[src/rtl/spi_slave_regfile_if.sv]
// SPI pin bundle between the link master and the register-file target.
interface spi_slave_regfile_if;
  logic cs_n;
  logic sclk;
  logic mosi;
  logic miso;
  logic miso_oe;

  modport master (output cs_n, output sclk, output mosi, input miso, input miso_oe);
  modport slave  (input cs_n, input sclk, input mosi, output miso, output miso_oe);
endinterface

[src/rtl/spi_slave_regfile.sv]
// SPI mode-0 target with an 8-bit register file.
// The SPI pins are oversampled in the clk domain. Each frame is 16 bits:
// a command byte (rw, addr) followed by one data byte. The local sideband
// reports committed writes and aborted frames.
module spi_slave_regfile #(
  parameter int          NUM_REGS = 16,
  parameter logic [7:0]  ID_VALUE = 8'hA5
) (
  input  logic        clk,
  input  logic        reset_n,
  spi_slave_regfile_if.slave spi,
  output logic        wr_valid,
  output logic [6:0]  wr_addr,
  output logic [7:0]  wr_data,
  output logic        frame_abort,
  input  logic [6:0]  dbg_addr,
  output logic [7:0]  dbg_data
);
  localparam int         AW   = (NUM_REGS > 1) ? $clog2(NUM_REGS) : 1;
  localparam logic [7:0] NREG = 8'(NUM_REGS);

  typedef enum logic [1:0] {IDLE, CMD, DATA, DONE} state_t;

  // Synchronisers are deliberately left out of reset. While reset is held they
  // keep tracking the pins, so a cs_n that stays low across reset produces no
  // false falling edge afterwards.
  logic [2:0] cs_sync_q, sclk_sync_q;
  logic [1:0] mosi_sync_q;

  state_t     state_q;
  logic [4:0] bit_cnt_q;
  logic [6:0] rx_q;       // the 8th bit of each byte is taken live from mosi_s
  logic [6:0] tx_q;       // bits still to be sent after the one on miso_q
  logic       rw_q;
  logic [6:0] addr_q;
  logic       miso_q, miso_oe_q, wr_valid_q, abort_q;
  logic [6:0] wr_addr_q;
  logic [7:0] wr_data_q;
  logic [7:0] regs_q [NUM_REGS];

  logic       cs_s, cs_fall, cs_rise, sclk_rise, sclk_fall, mosi_s;
  logic [6:0] cmd_addr;
  logic [7:0] rd_val;
  logic       wr_ok;

  // Two-flop synchronisers, plus a third stage on cs_n and sclk for edge detection.
  always_ff @(posedge clk) begin
    cs_sync_q   <= {cs_sync_q[1:0], spi.cs_n};
    sclk_sync_q <= {sclk_sync_q[1:0], spi.sclk};
    mosi_sync_q <= {mosi_sync_q[0], spi.mosi};
  end

  assign cs_s      = cs_sync_q[1];
  assign cs_fall   = cs_sync_q[2] & ~cs_sync_q[1];
  assign cs_rise   = ~cs_sync_q[2] & cs_sync_q[1];
  assign sclk_rise = ~sclk_sync_q[2] & sclk_sync_q[1];
  assign sclk_fall = sclk_sync_q[2] & ~sclk_sync_q[1];
  assign mosi_s    = mosi_sync_q[1];

  // Read address and write eligibility for the frame being decoded.
  always_comb begin
    cmd_addr = {rx_q[5:0], mosi_s};
    rd_val   = ({1'b0, cmd_addr} < NREG) ? regs_q[cmd_addr[AW-1:0]] : 8'h00;
    wr_ok    = rw_q && (addr_q != 7'd0) && ({1'b0, addr_q} < NREG);
    dbg_data = ({1'b0, dbg_addr} < NREG) ? regs_q[dbg_addr[AW-1:0]] : 8'h00;
  end

  // Frame FSM with all SPI and sideband outputs registered.
  always_ff @(posedge clk) begin
    if (!reset_n) begin
      state_q    <= IDLE;
      bit_cnt_q  <= '0;
      rx_q       <= '0;
      tx_q       <= '0;
      rw_q       <= 1'b0;
      addr_q     <= '0;
      miso_q     <= 1'b0;
      miso_oe_q  <= 1'b0;
      wr_valid_q <= 1'b0;
      wr_addr_q  <= '0;
      wr_data_q  <= '0;
      abort_q    <= 1'b0;
    end else begin
      wr_valid_q <= 1'b0;
      abort_q    <= 1'b0;
      miso_oe_q  <= ~cs_s;
      case (state_q)
        IDLE: if (cs_fall) begin
          state_q   <= CMD;
          bit_cnt_q <= '0;
          rx_q      <= '0;
        end
        CMD: if (cs_rise) begin
          state_q <= IDLE;
          abort_q <= 1'b1;
        end else if (sclk_rise) begin
          rx_q      <= {rx_q[5:0], mosi_s};
          bit_cnt_q <= bit_cnt_q + 5'd1;
          if (bit_cnt_q == 5'd7) begin
            rw_q    <= rx_q[6];
            addr_q  <= cmd_addr;
            state_q <= DATA;
            // The first data bit goes out immediately. No shift happens on the next falling edge.
            if (!rx_q[6]) begin
              miso_q <= rd_val[7];
              tx_q   <= rd_val[6:0];
            end else begin
              tx_q   <= '0;
            end
          end
        end
        DATA: if (sclk_rise && bit_cnt_q == 5'd15) begin
          // The last bit wins over a simultaneous cs_n rise, so the frame completes.
          bit_cnt_q <= 5'd16;
          miso_q    <= 1'b0;
          state_q   <= cs_rise ? IDLE : DONE;
          if (wr_ok) begin
            wr_valid_q <= 1'b1;
            wr_addr_q  <= addr_q;
            wr_data_q  <= {rx_q, mosi_s};
          end
        end else if (cs_rise) begin
          state_q <= IDLE;
          abort_q <= 1'b1;
          miso_q  <= 1'b0;
        end else if (sclk_rise) begin
          rx_q      <= {rx_q[5:0], mosi_s};
          bit_cnt_q <= bit_cnt_q + 5'd1;
        end else if (sclk_fall && bit_cnt_q >= 5'd9) begin
          miso_q <= tx_q[6];
          tx_q   <= {tx_q[5:0], 1'b0};
        end
        DONE: begin
          miso_q <= 1'b0;
          if (cs_rise) state_q <= IDLE;
        end
        default: state_q <= IDLE;
      endcase
    end
  end

  // Register file. The write lands on the cycle the wr_valid pulse is visible.
  always_ff @(posedge clk) begin
    if (!reset_n) begin
      for (int i = 0; i < NUM_REGS; i++) regs_q[i] <= (i == 0) ? ID_VALUE : 8'h00;
    end else if (wr_valid_q) begin
      regs_q[wr_addr_q[AW-1:0]] <= wr_data_q;
    end
  end

  assign spi.miso    = miso_q;
  assign spi.miso_oe = miso_oe_q;
  assign wr_valid    = wr_valid_q;
  assign wr_addr     = wr_addr_q;
  assign wr_data     = wr_data_q;
  assign frame_abort = abort_q;
endmodule

[src/flat_wrapper.sv]
// flat-port wrapper written by rule: the top's interface ports become plain ports
module spi_slave_regfile_flat 
#(
  parameter int          NUM_REGS = 16,
  parameter logic [7:0]  ID_VALUE = 8'hA5
)
  (clk, reset_n, wr_valid, wr_addr, wr_data, frame_abort, dbg_addr, dbg_data, spi_cs_n, spi_sclk, spi_mosi, spi_miso, spi_miso_oe);
  spi_slave_regfile_if spi_i ();
  input  logic clk;
  input  logic reset_n;
  output logic wr_valid;
  output logic [6:0] wr_addr;
  output logic [7:0] wr_data;
  output logic frame_abort;
  input  logic [6:0] dbg_addr;
  output logic [7:0] dbg_data;
  input wire logic [$bits(spi_i.cs_n)-1:0] spi_cs_n;
  input wire logic [$bits(spi_i.sclk)-1:0] spi_sclk;
  input wire logic [$bits(spi_i.mosi)-1:0] spi_mosi;
  output wire logic [$bits(spi_i.miso)-1:0] spi_miso;
  output wire logic [$bits(spi_i.miso_oe)-1:0] spi_miso_oe;
  assign spi_i.cs_n = spi_cs_n;
  assign spi_i.sclk = spi_sclk;
  assign spi_i.mosi = spi_mosi;
  assign spi_miso = spi_i.miso;
  assign spi_miso_oe = spi_i.miso_oe;
  spi_slave_regfile #(.NUM_REGS(NUM_REGS), .ID_VALUE(ID_VALUE)) u_core (.clk(clk), .reset_n(reset_n), .spi(spi_i), .wr_valid(wr_valid), .wr_addr(wr_addr), .wr_data(wr_data), .frame_abort(frame_abort), .dbg_addr(dbg_addr), .dbg_data(dbg_data));
endmodule
[config.mk]
export PLATFORM = sky130hd
export DESIGN_NAME = spi_slave_regfile_flat
export DESIGN_NICKNAME = d
export VERILOG_FILES = /design/src/rtl/spi_slave_regfile_if.sv /design/src/rtl/spi_slave_regfile.sv /design/src/flat_wrapper.sv
export SDC_FILE = /design/constraint.sdc
export NUM_CORES = 1
export LEC_CHECK = 0
export CAP_MARGIN = 0
export CELL_PAD_IN_SITES_DETAIL_PLACEMENT = 1
export CELL_PAD_IN_SITES_GLOBAL_PLACEMENT = 1
export CORE_MARGIN = 2
export CORE_UTILIZATION = 50
export DETAILED_ROUTE_END_ITERATION = 12
export GPL_TIMING_DRIVEN = 0
export PLACE_DENSITY = 0.85
export SKIP_LAST_GASP = 1
export SLEW_MARGIN = 10
export SYNTH_ARGS = -nofsm -noshare
export SYNTH_HDL_FRONTEND = slang
export SYNTH_SLANG_ARGS = --single-unit
[constraint.sdc]
create_clock -name clk -period 2.7 [get_ports clk]
set_input_delay 0.27 -clock clk [delete_from_list [all_inputs] [get_ports clk]]
set_output_delay 0.27 -clock clk [all_outputs]
set_load 0.05 [all_outputs]
==> flow_summary.ini <==
[critical_path]
timing.rr.end = u_core.tx_q[0]
path_class = flip-flop to flip-flop
cp_max_fo = 10
cp.arrival_ns = 3.03
r2r_cells = 7
critPathRequiredTime_ns = 3.01
rr_startpoint = u_core.rx_q[1]
startpoint_type = flip-flop
crit_path_end_kind = flip-flop
reg2reg_slack_ns = -0.02

[power]
cellLeakagePower_nw = 3.69
p_int_w = 0.00479
clockPowerShare_pct = 39.3
peakVddDrop_uv = 396
combPwrFrac_pct = 11.0
p_per_area_nw_per_um2 = 612
swShare_pct = 25.8
power_w = 0.00645
power.net_switching_w = 0.00166
seqPwrFrac_pct = 49.7

[drt]
ant_nets = 0
drc_errors = 0
num_vias = 6532
routed_wl_um = 29400
drtIter0Drc = 687
firstDrtPassIters = 5
wl_per_cell_um = 29.7
vias_per_cell = 6.60

[clocking]
cts_buffers = 17
cts_tree = built
clk_pin_slew_ns = 0.08
root_buffer = clkbuf_16
cts.hold.buffers_added = 0
htreeDepth = 4
clk_latency_ns = 0.45
clock_path_buffers = 2
clock-sinks = 184

[timing]
max_freq_mhz = 367
fin_ws_ns = -0.0245
grt_setup_unrepaired = true
fin_crit_sh_pct = 101
worstMarginPinSlew_ns = 0.992
setup-violations-final = 1
final.min_clock_period_ns = 2.72
slew_viol_final = 0
final.setup_skew_ns = 0.0179
slew-limit-headroom_pct = 33.4
tns_ns = -0.0245
final-hold-violation-count = 0

[min_path]
min_to = u_core.mosi_sync_q[0]
min_path_type = input pin to flip-flop
hold_start = spi_mosi
hold_depth = 1

[layout]
fin_nets = 768
diodes = 0
nFillCells = 1768
fin_util_pct = 58.5
syn2layout_area_growth_pct = 14.4
multiInputGateArea_um2 = 4040
regArea_um2 = 4960
layout-drive-gt1-share_pct = 19.2

[placed_design]
portBuffers = 35
gp_congestion = 1.01
dp_hpwl_um = 20900

[grt]
overflow = 0
grtUsageTotal_pct = 30.9
antenna_found_initial = 0
grt_pass1_vias = 6939
grt_pass1_wl_um = 43700
grt_max_degree = 18

[die]
dieArea_um2 = 19500
die_width_um = 140
start_util_pct = 51.1
core_area_um2 = 18000
fp-row-count = 49
io_pins = 39
die_h_um = 140

[synth]
ys_async_sr_fraction_pct = 0
avgSynthCellArea_um2 = 13.4
synth-seq-area-share_pct = 53.9
synth-edff-count = 128
synth.distinct_cells = 59
synth-seq-cells = 184
synth_flop_cell = edfxtp_1
syn_nets = 705
ys_warn_count = 0
syn_inst = 685
netlist_area_um2 = 9210

[run_status]
status = finished, violations left
violations = negative setup slack

[job]
cap_violations = 0
## cells by family (layout without fill, tap and decap cells)
family                   count (synthesis)  count (layout)  synth area share, %
AND/OR/NAND/NOR                        262             262                 16.2
flip-flops                             184             184                 53.9
multiplexers                           100             100                 20.5
AO/OA/AOI/OAI                           78              78                 5.80
buffers and inverters                   53             129                 2.47
adder cells (fa/ha/maj)                  8               8                 1.09
## routing by layer
layer / GRT usage [%] / part of all wire [%]
met5: 0 / 0
met2: 50.8 / 50
met1: 38.5 / 38
met3: 6.40 / 7.7
met4: 16.8 / 5.0
## layout make-up
type | count | share of cell area [%]
Inverter | 7 | 0.249
Multi-Input combinational cell | 448 | 38.3
Clock inverter | 9 | 0.772
Timing Repair Buffer | 44 | 3.69
Tap cell | 229 | 2.72
Clock buffer | 23 | 4.85
Sequential cell | 184 | 47.1
Buffer | 46 | 2.27
## stage by stage
stage | hold slack [ns] | area, µm² | setup slack [ns] | std cells
after CTS | 0.260 | 10500 | -0.00107 | 987
after global routing | 0.271 | 10500 | -0.0778 | 990
after global placement | 0.310 | 9850 | -0.903 | 949
after floorplan | 0.298 | 9210 | 0.417 | 685
final | 0.261 | 10500 | -0.0245 | 990
after detailed placement | 0.313 | 9890 | -0.891 | 955
## sequential cells by signal, summed over array words and instances (netlist names)
register	flops
u_core.wr_addr	7
u_core.sclk_sync_q	3
u_core.rx_q	7
u_core.wr_valid	1
u_core.mosi_sync_q	2
u_core.rw_q	1
u_core.spi.miso	1
u_core.frame_abort	1
u_core.cs_sync_q	3
u_core.addr_q	7
u_core.bit_cnt_q	5
u_core.wr_data	8
u_core.tx_q	7
u_core.spi.miso_oe	1
u_core.state_q	2
u_core.regs_q	128
## worst max-delay path by stage
stage                               startpoint             endpoint  slack, ns  cells past startpoint
after floorplan                u_core.wr_valid  u_core.regs_q[3][0]       0.42                      4
after global placement             dbg_addr[1]          dbg_data[7]      -0.90                      6
after detailed placement           dbg_addr[1]          dbg_data[5]      -0.89                      6
after CTS                 u_core.regs_q[13][2]          dbg_data[2]     -0.001                      4
after global routing            u_core.rx_q[1]       u_core.tx_q[0]      -0.08                      7
final                           u_core.rx_q[1]       u_core.tx_q[0]      -0.02                      7
## critical path: stages, from the launching register on
cell and delay, ns:
dfxtp_1 0.43, buf_2 0.37, buf_1 0.69, mux4_2 0.44, a22oi_1 0.16, nand3_1 0.21
nand4_1 0.17, o21ai_0 0.11
## repair_timing
| item | 4_1_cts | 5_1_grt |
|---|---|---|
| buffers inserted | 0 | 3 |
| gates resized for setup | 39 | 14 |
| setup endpoints to repair | 23 | 36 |
| pin swaps | 0 | 2 |
## power by group through the flow
| stage | logic [W] | registers, W | clock network, W |
|---|---|---|---|
| final | 0.000708 | 0.00320 | 0.00253 |
| after global routing | 0.000749 | 0.00321 | 0.00265 |
| after CTS | 0.000691 | 0.00320 | 0.00252 |
| after detailed placement | 0.000677 | 0.00326 | 0 |
| after global placement | 0.000637 | 0.00325 | 0 |
| after floorplan | 0.000456 | 0.00324 | 0 |
## Yosys cell counts (6+ instances only)
cell type / n / share of area [%]
edfxtp_1: 128 / 42
and2_1: 125 / 8.5
mux4_2: 71 / 17
dfxtp_1: 56 / 12
nor2_1: 55 / 2.2
clkbuf_1: 29 / 1.2
mux2i_1: 27 / 2.9
o21ai_0: 27 / 1.5
nand2_1: 13 / 0.53
nand2b_1: 13 / 0.88
buf_2: 11 / 0.60
nor2b_1: 11 / 0.75
nand3_1: 9 / 0.49
a21oi_1: 8 / 0.43
a22oi_1: 8 / 0.65
ha_1: 8 / 1.1
nor3_1: 7 / 0.38
a31oi_1: 6 / 0.41
inv_1: 6 / 0.24
## cells in the final DEF, fill, tap and decap left out, drive strengths merged, types with 3 or more instances in the layout
master / n
o21ai: 27
clkbuf: 53
nor3b: 4
nor3: 9
nand3: 9
a31oi: 6
nand2b: 13
nand4b: 3
buf: 31
ha: 8
mux2i: 27
nor2: 55
edfxtp: 128
inv: 11
mux4: 71
nor4: 4
a22oi: 8
nand2: 13
a21oi: 8
a32oi: 5
clkdlybuf4s50: 26
o21a: 4
clkinv: 4
and2: 125
or3: 3
a211oi: 3
dfxtp: 56
nor2b: 11
Note: power is estimated with default switching activity, not from simulation.
